$ cat config.mk
export PLATFORM = sky130hd
export DESIGN_NAME = fb_fizzle_writer
export DESIGN_NICKNAME = d
export VERILOG_FILES = /design/src/rtl/fb_fizzle_writer.sv
export SDC_FILE = /design/constraint.sdc
export NUM_CORES = 1
export LEC_CHECK = 0
export ABC_AREA = 1
export ABC_CLOCK_PERIOD_IN_PS = 2800
export CAP_MARGIN = 10
export CORE_ASPECT_RATIO = 0.9
export CORE_MARGIN = 2
export CORE_UTILIZATION = 48
export DETAILED_ROUTE_END_ITERATION = 10
export HOLD_SLACK_MARGIN = 0.12
export MAX_ROUTING_LAYER = met4
export PLACE_DENSITY_LB_ADDON = 0.3
export SLEW_MARGIN = 20
export SYNTH_ARGS = -nofsm -noshare
export SYNTH_HDL_FRONTEND = slang
export SYNTH_SLANG_ARGS = --single-unit
$ cat constraint.sdc
create_clock -name clk -period 2.8 [get_ports clk]
set_clock_uncertainty 0.05 [all_clocks]
set_input_delay 0.56 -clock clk [delete_from_list [all_inputs] [get_ports clk]]
set_output_delay 0.56 -clock clk [all_outputs]
set_load 0.02 [all_outputs]
$ cat src/rtl/fb_fizzle_writer.sv
// fb_fizzle_writer: fills every framebuffer pixel with one colour in LFSR (fizzlefade) order
module fb_fizzle_writer #(
    parameter int                  FB_PIXELS = 19200,
    parameter int                  FB_ADDRW  = 15,
    parameter int                  CIDXW     = 4,
    parameter int                  LFSR_LEN  = 15,
    parameter logic [LFSR_LEN-1:0] TAPS      = 15'b110000000000000,
    parameter logic [LFSR_LEN-1:0] SEED      = 1,
    parameter int                  RATEW     = 16
) (
    input  logic                clk,
    input  logic                rst,
    input  logic                start,
    input  logic                stop,
    input  logic [CIDXW-1:0]    colr,
    input  logic [RATEW-1:0]    rate,
    output logic                busy,
    output logic                done,
    output logic                fb_we,
    output logic [FB_ADDRW-1:0] fb_addr,
    output logic [CIDXW-1:0]    fb_colr
);
    localparam logic [LFSR_LEN-1:0] PIX = LFSR_LEN'(FB_PIXELS);
    typedef enum logic [1:0] {IDLE, RUN, FIN} state_t;
    state_t state, state_nx;
    logic [LFSR_LEN-1:0] lfsr, lfsr_nx, lfsr_adv, cand;
    logic [RATEW-1:0] cnt, cnt_nx, rate_q, rate_nx;
    logic [CIDXW-1:0] colr_q, colr_nx, fb_colr_nx;
    logic [FB_ADDRW-1:0] fb_addr_nx;
    logic busy_nx, done_nx, fb_we_nx;
    logic go, act, skip, fire, adv, wr;
    assign lfsr_adv = (lfsr >> 1) ^ (lfsr[0] ? TAPS : '0);
    assign cand = lfsr - LFSR_LEN'(1);
    assign skip = cand >= PIX;
    assign fire = cnt == rate_q;
    assign go = state == IDLE && start && !stop;
    assign act = state == RUN && !stop;
    assign adv = act && (skip || fire);
    assign wr = act && !skip && fire;
    // state register
    always_ff @(posedge clk or posedge rst) begin
        if (rst) state <= IDLE;
        else state <= state_nx;
    end
    // next state: a run ends once the LFSR wraps back to the seed
    always_comb begin
        state_nx = go ? RUN : (adv && lfsr_adv == SEED) ? FIN : act ? RUN : IDLE;
    end
    // next values of the datapath and of the registered outputs
    always_comb begin
        lfsr_nx = go ? SEED : adv ? lfsr_adv : lfsr;
        cnt_nx = (go || adv) ? '0 : act ? cnt + RATEW'(1) : cnt;
        rate_nx = go ? rate : rate_q;
        colr_nx = go ? colr : colr_q;
        busy_nx = state_nx != IDLE;
        done_nx = state == FIN;
        fb_we_nx = wr;
        fb_addr_nx = wr ? FB_ADDRW'(cand) : fb_addr;
        fb_colr_nx = wr ? colr_q : fb_colr;
    end
    // datapath and output registers
    always_ff @(posedge clk or posedge rst) begin
        if (rst) begin
            lfsr <= SEED;
            cnt <= '0;
            rate_q <= '0;
            colr_q <= '0;
            busy <= 1'b0;
            done <= 1'b0;
            fb_we <= 1'b0;
            fb_addr <= '0;
            fb_colr <= '0;
        end else begin
            lfsr <= lfsr_nx;
            cnt <= cnt_nx;
            rate_q <= rate_nx;
            colr_q <= colr_nx;
            busy <= busy_nx;
            done <= done_nx;
            fb_we <= fb_we_nx;
            fb_addr <= fb_addr_nx;
            fb_colr <= fb_colr_nx;
        end
    end
endmodule

==> run_results.csv, run 1 <==
group,metric,value,unit
power,combPwrFrac,26.1,%
sta,tns,0,ns
floorplanning,fp.dieW,101,um
cts,clock_path_buffers,2,
worst_setup_path,worstPathCellList,"inv_1, ha_1, nand2_4, nor2_4, nand3b_1, nand2_2, nor2_1, nand3_2, nand3_4, nand2_4, nand2_4, nor2_1",
power,seqPwrFrac,43.3,%
worst_hold_path,holdPathEnd,"done",
placement,hpwl,6510,um
worst_setup_path,cp_common_cell,"nand2_4",
worst_setup_path,arrival,2.62,ns
sta,max_freq,411,MHz
global_routing,grt_first_pass_wirelength,16500,um
synth,ys.flop_type,"dfrtp_1",
cts,holdBufCountCts,0,
detailed_routing,drt_wl_total,9060,um
worst_setup_path,regToRegSetupSlack,0.37,ns
power,intPower,1990,uW
floorplanning,start_util,49.7,%
sta,holdWs,0.422,ns
cts,cts_buffers,9,
synth,synth_edf_count,0,
synth,netlist-cell-type-count,38,
cts,cts_setup_buffers,0,
global_routing,grtUsageTotal,23.2,%
worst_setup_path,worstReg2RegEnd,"cnt[14]",
synth,syn-instance-count,508,
cells_and_area,n_fill_cell,737,
sta,timing.slew.headroom,61.0,%
cts,clock_latency,0.35,ns
detailed_routing,vias,3370,
synth,synth_mux_area_share,0,%
synth,yosysTopAreaCellShare,46.0,%
cts,root_buffer,"clkbuf_8",
detailed_routing,viasPerCell,5.11,
sta,tightest_slew,0.585,ns
cells_and_area,multiInputGateArea,0.00179,sq mm
cells_and_area,layout_commonest_cell,"nand2_1",
cells_and_area,final_nets,581,
worst_setup_path,slowest_delay,0.58,ns
global_routing,grt_pass1_vias,3341,
global_routing,met1_usage,33.7,%
synth,avgSynthCellArea,7.93,sq um
global_routing,grt_max_degree,46,
detailed_routing,avgRoutedWirePerCell,13.8,um
synth,synthAdderAreaFrac,0.621,%
worst_setup_path,timing.critical_path.buf_inv,1,
power,switching_share,34.1,%
synth,ys_seq_area_share,46.6,%
worst_hold_path,worstHoldPathCells,1,
synth,synth_compound_area_share,6.15,%
worst_setup_path,endpoint_kind,"flop",
cells_and_area,diodes,0,
outcome,outcome,"completed",
worst_setup_path,critPathTopFamily,"simple AND/OR/NAND/NOR gates",
detailed_routing,drcViolationCount,0,
placement,port_buffers,45,
detailed_routing,dr.pass1.iters,5,
synth,synth_top_family_by_area,"simple AND/OR/NAND/NOR gates",
worst_setup_path,critPathLaunchType,"flop",
sta,period_minus_slack,2.43,ns
global_routing,gr-total-overflow,0,
power,ir_drop,0.332,mV
floorplanning,rows,31,
worst_hold_path,hp-class,"reg -> reg",
sta,hold_viol,0,
synth,netlist_top_cells_area,"dfrtp_1 46%, nand2_1 11%, inv_1 6.2%, nand3_1 5.8%, nor2_1 5.8%",
cells_and_area,fin_util,59.0,%
power,p_clk_share,30.6,%
cells_and_area,layout_common_cells,"119 x nand2_1, 74 x dfrtp_1, 66 x inv_1",
synth,postSynthNetCount,534,
worst_setup_path,cp_data_required_time,2.99,ns
floorplanning,die_h,90.9,um
floorplanning,die_area,0.00914,sq mm
cells_and_area,area_delta_synth_final,18.8,%
synth,yosysWarnings,0,
cells_and_area,layout-drive-gt1-share,10.7,%
cts,cts_tree,"built",
cts,clkTransAtPathRegs,0.08,ns
floorplanning,core,0.00811,sq mm
worst_setup_path,criticalPathCategory,"reg -> reg",
detailed_routing,postRouteAntennaNets,0,
worst_setup_path,rr_worst_depth,12,
worst_setup_path,critPathMaxFanout,19,
flow_run,cap_viol_max_count,0,
synth,synth_top_area_cell,"dfrtp_1",
detailed_routing,drt_iter0_markers,305,
sta,fin_crit_sh,86.9,%
synth,ys_ff_latch,75,
global_routing,grt_use_met2,32.6,%
cts,htreeDepth,3,
power,power_leakage,0.00245,uW
synth,ys_async_sr_fraction,100,%
sta,timing.final.setup_violations,0,
cts,clock_sinks,75,
placement,gp_congestion,0.914,
power,power_density,630,mW/mm^2
cells_and_area,register_area,0.00188,sq mm
sta,slew_violations,0,
global_routing,globalRouteMet3Util,5.57,%
worst_hold_path,hold_start,"state[0]",
floorplanning,ios,46,
cts,ctsResizeCount,0,
worst_setup_path,timing.rr.start,"lfsr[0]",
worst_setup_path,slowest_stage,"dfstp_2",
synth,yosys.area_share.simple,32.0,%
global_routing,busiest_layer,"met1",
global_routing,antenna_found_initial,0,
sta,rsz0062_at_grt,"no",
power,p_total,3020,uW
synth,synth-xor-area-share,5.65,%
synth,netlist_area,0.00403,sq mm
power,switchingPower,1030,uW
cell families after synthesis:
| family | count (synthesis) |
|---|---|
| compound gates | 39 |
| xor+xnor | 26 |
| fa+ha+maj | 2 |
| buf+inv | 85 |
| flops | 75 |
| simple gates | 281 |
how the worst max path moves through the flow:
stage,from,endpoint,slack (ns),cells after the start
2_1_floorplan,rst,busy,0.28,1
3_3_place_gp,stop,cnt[15],0.43,9
3_5_place_dp,stop,cnt[15],0.36,9
4_1_cts,lfsr[0],cnt[11],0.38,12
5_1_grt,lfsr[1],cnt[11],0.13,13
6_report,lfsr[0],cnt[14],0.37,12
cell usage after synthesis, types with 2 or more instances:
cell type and count:
a21oi_1 7, a21oi_2 8, and2_1 2, buf_2 2
buf_6 5, clkbuf_1 7, dfrtp_1 74, ha_1 2
inv_1 67, nand2_1 119, nand2_4 3, nand3_1 47
nand3_2 3, nand3b_1 5, nand4_1 8, nor2_1 62
nor2_2 14, nor2_4 2, nor3_1 10, nor4_1 2
o21ai_0 15, o21ai_1 2, o22ai_1 3, xnor2_1 2
xor2_1 24
power by group through the flow:
stage | Clock [uW] | Combinational (uW) | Sequential (uW)
6_report | 923 | 786 | 1310
3_3_place_gp | 0 | 768 | 1320
2_1_floorplan | 0 | 598 | 1300
5_1_grt | 1010 | 895 | 1330
3_5_place_dp | 0 | 781 | 1330
4_1_cts | 953 | 787 | 1310
metrics by stage:
step / std cells / setup WS [ns] / area [sq um]
after global routing: 659 / 0.133 / 4780
after floorplan: 508 / 0.282 / 4030
final: 659 / 0.366 / 4780
after global placement: 643 / 0.429 / 4570
after detailed placement: 643 / 0.359 / 4570
after CTS: 659 / 0.380 / 4780
routing by layer:
metal | vias up | wire length, um
met5 | - | 0
met4 | 0 | 94
met3 | 10 | 478
met2 | 105 | 4050
met1 | 1567 | 4440
li1 | 1688 | -
area by class of cell:
type | instances | share of cell area (%)
sequential | 75 | 39.3
tap | 99 | 2.59
multi-input combinational | 348 | 37.4
clock inverter | 6 | 1.88
inverter | 69 | 5.41
timing repair buffer | 52 | 10.8
clock buffer | 10 | 2.67
state kept, by name, summed over array words and instances, names as in the netlist:
name     flops
fb_we        1
lfsr        15
rate_q      16
state        2
cnt         16
fb_colr      4
done         1
fb_addr     15
busy         1
colr_q       4
No activity file was read; power rests on OpenSTA's default activity.
==> inputs of run 2 (changes only) <==
PLACE_DENSITY = 0.76   (was default)
PLACE_DENSITY_LB_ADDON = default   (was 0.3)
==> run 2 against run 1 <==
Critical path depth grew 1; setup slack improved by 0.049 ns; via count grew 1.7%; global-route usage down 1.4 points; sequential cell count unchanged; core utilization shrank 0.14 points; combinational power rose by 2%; power is 1.7% lower; sequential power is essentially flat; hold slack worse by 0.024 ns; wire length shrank 2.7%; die area unchanged; highest routed layer unchanged.
==> run_results.csv, run 2 (synthesis results as in run 1) <==
group,metric,value,unit
worst_setup_path,critPathLaunchType,"flop",
worst_setup_path,cp_data_required_time,2.99,ns
cts,cts_tree,"built",
worst_setup_path,arrival,2.58,ns
global_routing,met1_usage,30.3,%
sta,max_freq,419,MHz
detailed_routing,vias,3426,
power,p_total,2960,uW
outcome,outcome,"completed",
sta,timing.slew.headroom,65.2,%
worst_setup_path,endpoint_kind,"flop",
cells_and_area,reg.largest.list,"cnt: 16 flops, rate_q: 16 flops",
cts,ctsResizeCount,0,
placement,placed_area,0.00457,sq mm
worst_hold_path,hp-class,"reg -> reg",
cts,clkTransAtPathRegs,0.08,ns
global_routing,gr-total-overflow,0,
placement,hpwl,6490,um
floorplanning,fp.dieW,101,um
placement,port_buffers,45,
sta,fin_crit_sh,85.1,%
cells_and_area,layout_common_cells,"119 x nand2_1, 74 x dfrtp_1, 66 x inv_1",
detailed_routing,postRouteAntennaNets,0,
cells_and_area,fin_area,0.00477,sq mm
cts,cts_buffers,9,
detailed_routing,dr.pass1.iters,4,
cts,cts_setup_buffers,0,
cells_and_area,layout-drive-gt1-share,10.7,%
flow_run,cap_viol_max_count,0,
power,ir_drop,0.257,mV
sta,tightest_slew,0.522,ns
cells_and_area,diodes,0,
floorplanning,start_util,49.7,%
cts,clock_sinks,75,
floorplanning,core,0.00811,sq mm
power,power_density,621,mW/mm^2
global_routing,grt_max_degree,33,
sta,rsz0062_at_grt,"no",
global_routing,antenna_found_initial,0,
sta,slew_violations,0,
global_routing,grt_use_met2,32.7,%
global_routing,grt_first_pass_wirelength,15500,um
cts,clock_latency,0.35,ns
cts,holdBufCountCts,0,
detailed_routing,drt_iter0_markers,248,
floorplanning,die_h,90.9,um
global_routing,grt_pass1_vias,3367,
detailed_routing,drt_wl_total,8820,um
worst_setup_path,criticalPathCategory,"reg -> reg",
floorplanning,die_area,0.00914,sq mm
cts,clock_path_buffers,2,
global_routing,globalRouteMet3Util,2.94,%
floorplanning,rows,31,
global_routing,busiest_layer,"met2",
cells_and_area,area_delta_synth_final,18.5,%
cells_and_area,final_nets,582,
cts,htreeDepth,3,
power,power_leakage,0.00245,uW
sta,tns,0,ns
worst_setup_path,critPathMaxFanout,30,
sta,timing.final.setup_violations,0,
cells_and_area,n_fill_cell,712,
detailed_routing,viasPerCell,5.20,
cts,root_buffer,"clkbuf_8",
detailed_routing,avgRoutedWirePerCell,13.4,um
global_routing,grtUsageTotal,21.8,%
floorplanning,ios,46,
sta,period_minus_slack,2.38,ns
cells_and_area,layout_commonest_cell,"nand2_1",
detailed_routing,drcViolationCount,0,
placement,gp_congestion,0.958,
sta,hold_viol,0,
## run 2: final cells by class
class | count | area, sq um | area share, %
Sequential cell | 75 | 1880 | 39.3
Multi-Input combinational cell | 348 | 1790 | 37.5
Timing Repair Buffer | 53 | 523 | 11.0
Inverter | 69 | 259 | 5.43
Clock buffer | 11 | 151 | 3.17
Tap cell | 99 | 124 | 2.60
Clock inverter | 4 | 50.0 | 1.05
## run 2: layer usage
layer	up-vias	share of wire [%]
met4	0	1.7
met1	1646	48
li1	1683	-
met2	83	46
met3	14	4.6
met5	-	0
## run 2: path summary, 6_finish.rpt
path | from | to | slack, ns | depth (start not counted)
worst max register to register | lfsr[0] | fb_addr[7] | 0.42 | 13
max in group asynchronous | rst | rate_q[12] | 1.53 | 3
worst max-delay path | lfsr[0] | fb_addr[7] | 0.42 | 13
worst min register to register | state[0] | done | 0.40 | 1
min in group asynchronous | rst | cnt[15] | 0.51 | 2
worst min-delay path | state[0] | done | 0.40 | 1
## run 2: stage by stage
stage / cells / hold WS (ns) / util (%) / setup slack, ns
finish: 659 / 0.398 / 58.9 / 0.416
global placement: 644 / 0.384 / 56.4 / 0.422
global route: 659 / 0.440 / 58.9 / 0.207
floorplan: 508 / 0.372 / - / 0.282
CTS: 659 / 0.396 / 58.9 / 0.435
detailed placement: 644 / 0.394 / 56.4 / 0.388
## run 2: critical path, cell delays in order, from the launching register on
cell and delay [ns]:
dfstp_2 0.59, inv_1 0.10, ha_1 0.26, nand2_4 0.12, nor2_4 0.06, nand3b_1 0.09
nand2_2 0.09, nor2_1 0.14, nand3_2 0.15, nand3_2 0.10, buf_4 0.30, nand2_1 0.08
o21ai_0 0.09, inv_1 0.06
## run 2: power by group
part | internal (uW) | switching (uW)
Sequential | 1190 | 114
Clock | 454 | 398
Combinational | 299 | 506
==> inputs of run 3 (changes only) <==
ABC_CLOCK_PERIOD_IN_PS = 2880   (was 2800)
CTS_CLUSTER_SIZE = 30   (was default)
clock period = 2.88 ns   (was 2.8 ns; I/O delays follow)
==> run 3 against run 2 <==
Register-to-register slack got worse by 0.06 ns; final cell count did not move; sequential share of layout area rose by 0.12 points; largest power group unchanged.
==> run_results.csv, run 3 (synthesis results as in run 1) <==
group,metric,value,unit
global_routing,grt_use_met2,32.0,%
detailed_routing,drt_iter0_markers,202,
cts,cts_tree,"built",
sta,rsz0062_at_grt,"no",
sta,tns,0,ns
worst_setup_path,cp_common_cell,"nand2_4",
cells_and_area,reg.largest.list,"cnt: 16 flops, rate_q: 16 flops",
worst_setup_path,timing.rr.start,"lfsr[0]",
worst_setup_path,criticalPathCategory,"reg -> reg",
placement,placed_area,0.00456,sq mm
floorplanning,core,0.00811,sq mm
worst_setup_path,slowest_delay,0.58,ns
worst_hold_path,worstHoldPathCells,1,
cts,clock_sinks,75,
cells_and_area,layout_common_cells,"119 x nand2_1, 74 x dfrtp_1, 66 x inv_1",
worst_setup_path,cp_data_required_time,3.06,ns
worst_setup_path,critPathLaunchType,"flop",
cts,htreeDepth,3,
detailed_routing,postRouteAntennaNets,0,
worst_hold_path,hp-class,"reg -> reg",
cells_and_area,final_nets,581,
global_routing,met1_usage,30.1,%
floorplanning,rows,31,
global_routing,grt_max_degree,30,
cells_and_area,area_delta_synth_final,18.1,%
worst_setup_path,critPathTopFamily,"simple AND/OR/NAND/NOR gates",
worst_setup_path,rr_worst_depth,12,
cts,clkTransAtPathRegs,0.08,ns
worst_setup_path,endpoint_kind,"flop",
power,ir_drop,0.290,mV
global_routing,busiest_layer,"met2",
cells_and_area,n_fill_cell,725,
detailed_routing,drcViolationCount,0,
worst_setup_path,critPathMaxFanout,19,
detailed_routing,avgRoutedWirePerCell,13.3,um
floorplanning,start_util,49.7,%
global_routing,grt_first_pass_wirelength,15200,um
worst_setup_path,timing.critical_path.buf_inv,1,
cells_and_area,layout_commonest_cell,"nand2_1",
floorplanning,fp.dieW,101,um
floorplanning,die_area,0.00914,sq mm
power,power_leakage,0.00245,uW
power,power_density,599,mW/mm^2
worst_setup_path,regToRegSetupSlack,0.35,ns
worst_setup_path,slowest_stage,"dfstp_2",
cells_and_area,fin_area,0.00476,sq mm
global_routing,gr-total-overflow,0,
placement,port_buffers,45,
global_routing,antenna_found_initial,0,
sta,slew_violations,0,
cts,cts_buffers,9,
cts,root_buffer,"clkbuf_8",
detailed_routing,vias,3392,
outcome,outcome,"completed",
worst_setup_path,worstReg2RegEnd,"cnt[14]",
worst_hold_path,hold_start,"state[0]",
sta,period_minus_slack,2.53,ns
cts,clock_latency,0.35,ns
placement,hpwl,6520,um
cts,ctsResizeCount,0,
placement,gp_congestion,0.932,
floorplanning,ios,46,
sta,max_freq,395,MHz
cells_and_area,diodes,0,
sta,fin_crit_sh,87.8,%
detailed_routing,dr.pass1.iters,5,
global_routing,grt_pass1_vias,3203,
detailed_routing,viasPerCell,5.15,
cts,holdBufCountCts,0,
cells_and_area,register_area,0.00188,sq mm
sta,hold_viol,0,
worst_setup_path,arrival,2.71,ns
cells_and_area,multiInputGateArea,0.00179,sq mm
cells_and_area,layout-drive-gt1-share,10.5,%
sta,tightest_slew,0.553,ns
worst_setup_path,worstPathCellList,"inv_1, ha_1, nand2_4, nor2_4, nand3b_1, nand2_2, nor2_1, nand3_2, nand3_4, nand2_4, nand2_4, nor2_1",
global_routing,globalRouteMet3Util,2.79,%
sta,timing.slew.headroom,63.1,%
cts,clock_path_buffers,2,
floorplanning,die_h,90.9,um
cts,cts_setup_buffers,0,
worst_hold_path,holdPathEnd,"done",
detailed_routing,drt_wl_total,8780,um
global_routing,grtUsageTotal,21.5,%
flow_run,cap_viol_max_count,0,
sta,timing.final.setup_violations,0,
run 3: cell type report:
cell class	instances	share of cell area, %
Sequential cell	75	39.5
Tap cell	99	2.60
Timing Repair Buffer	52	10.8
Clock inverter	5	1.10
Inverter	69	5.44
Multi-Input combinational cell	348	37.6
Clock buffer	11	2.97
run 3: how the worst max path moves through the flow:
| stage | startpoint | to | slack, ns | depth (start not counted) |
|---|---|---|---|---|
| global route | lfsr[1] | cnt[14] | 0.19 | 13 |
| floorplan | rst | busy | 0.35 | 1 |
| CTS | lfsr[0] | cnt[14] | 0.37 | 12 |
| finish | lfsr[0] | cnt[14] | 0.35 | 12 |
| global placement | stop | cnt[15] | 0.38 | 9 |
| detailed placement | stop | cnt[15] | 0.32 | 9 |
run 3: stage by stage:
stage | instances | utilization, % | power, uW | hold slack (ns) | worst slack [ns]
after floorplan | 508 | - | 1850 | 0.372 | 0.346
after global routing | 659 | 58.7 | 3030 | 0.416 | 0.192
after detailed placement | 643 | 56.3 | 2060 | 0.394 | 0.322
after global placement | 643 | 56.3 | 2030 | 0.382 | 0.375
final | 659 | 58.7 | 2850 | 0.401 | 0.351
after CTS | 659 | 58.7 | 2860 | 0.404 | 0.374
run 3: power breakdown:
group / internal [uW] / total [uW] / switching [uW]
Combinational: 284 / 776 / 492
Sequential: 1160 / 1270 / 107
Clock: 420 / 807 / 387
run 3: worst reg2reg max path, cell delays in order (launching register included):
cell,delay (ns)
dfstp_2,0.58
inv_1,0.09
ha_1,0.25
nand2_4,0.12
nor2_4,0.06
nand3b_1,0.11
nand2_2,0.10
nor2_1,0.15
nand3_2,0.15
nand3_4,0.21
nand2_4,0.20
nand2_4,0.26
nor2_1,0.08
run 3: metal layers:
layer | routed length, um | part of all wire, %
met1 | 4220 | 48
met2 | 3970 | 45
met3 | 406 | 4.6
met4 | 181 | 2.1
met5 | 0 | 0
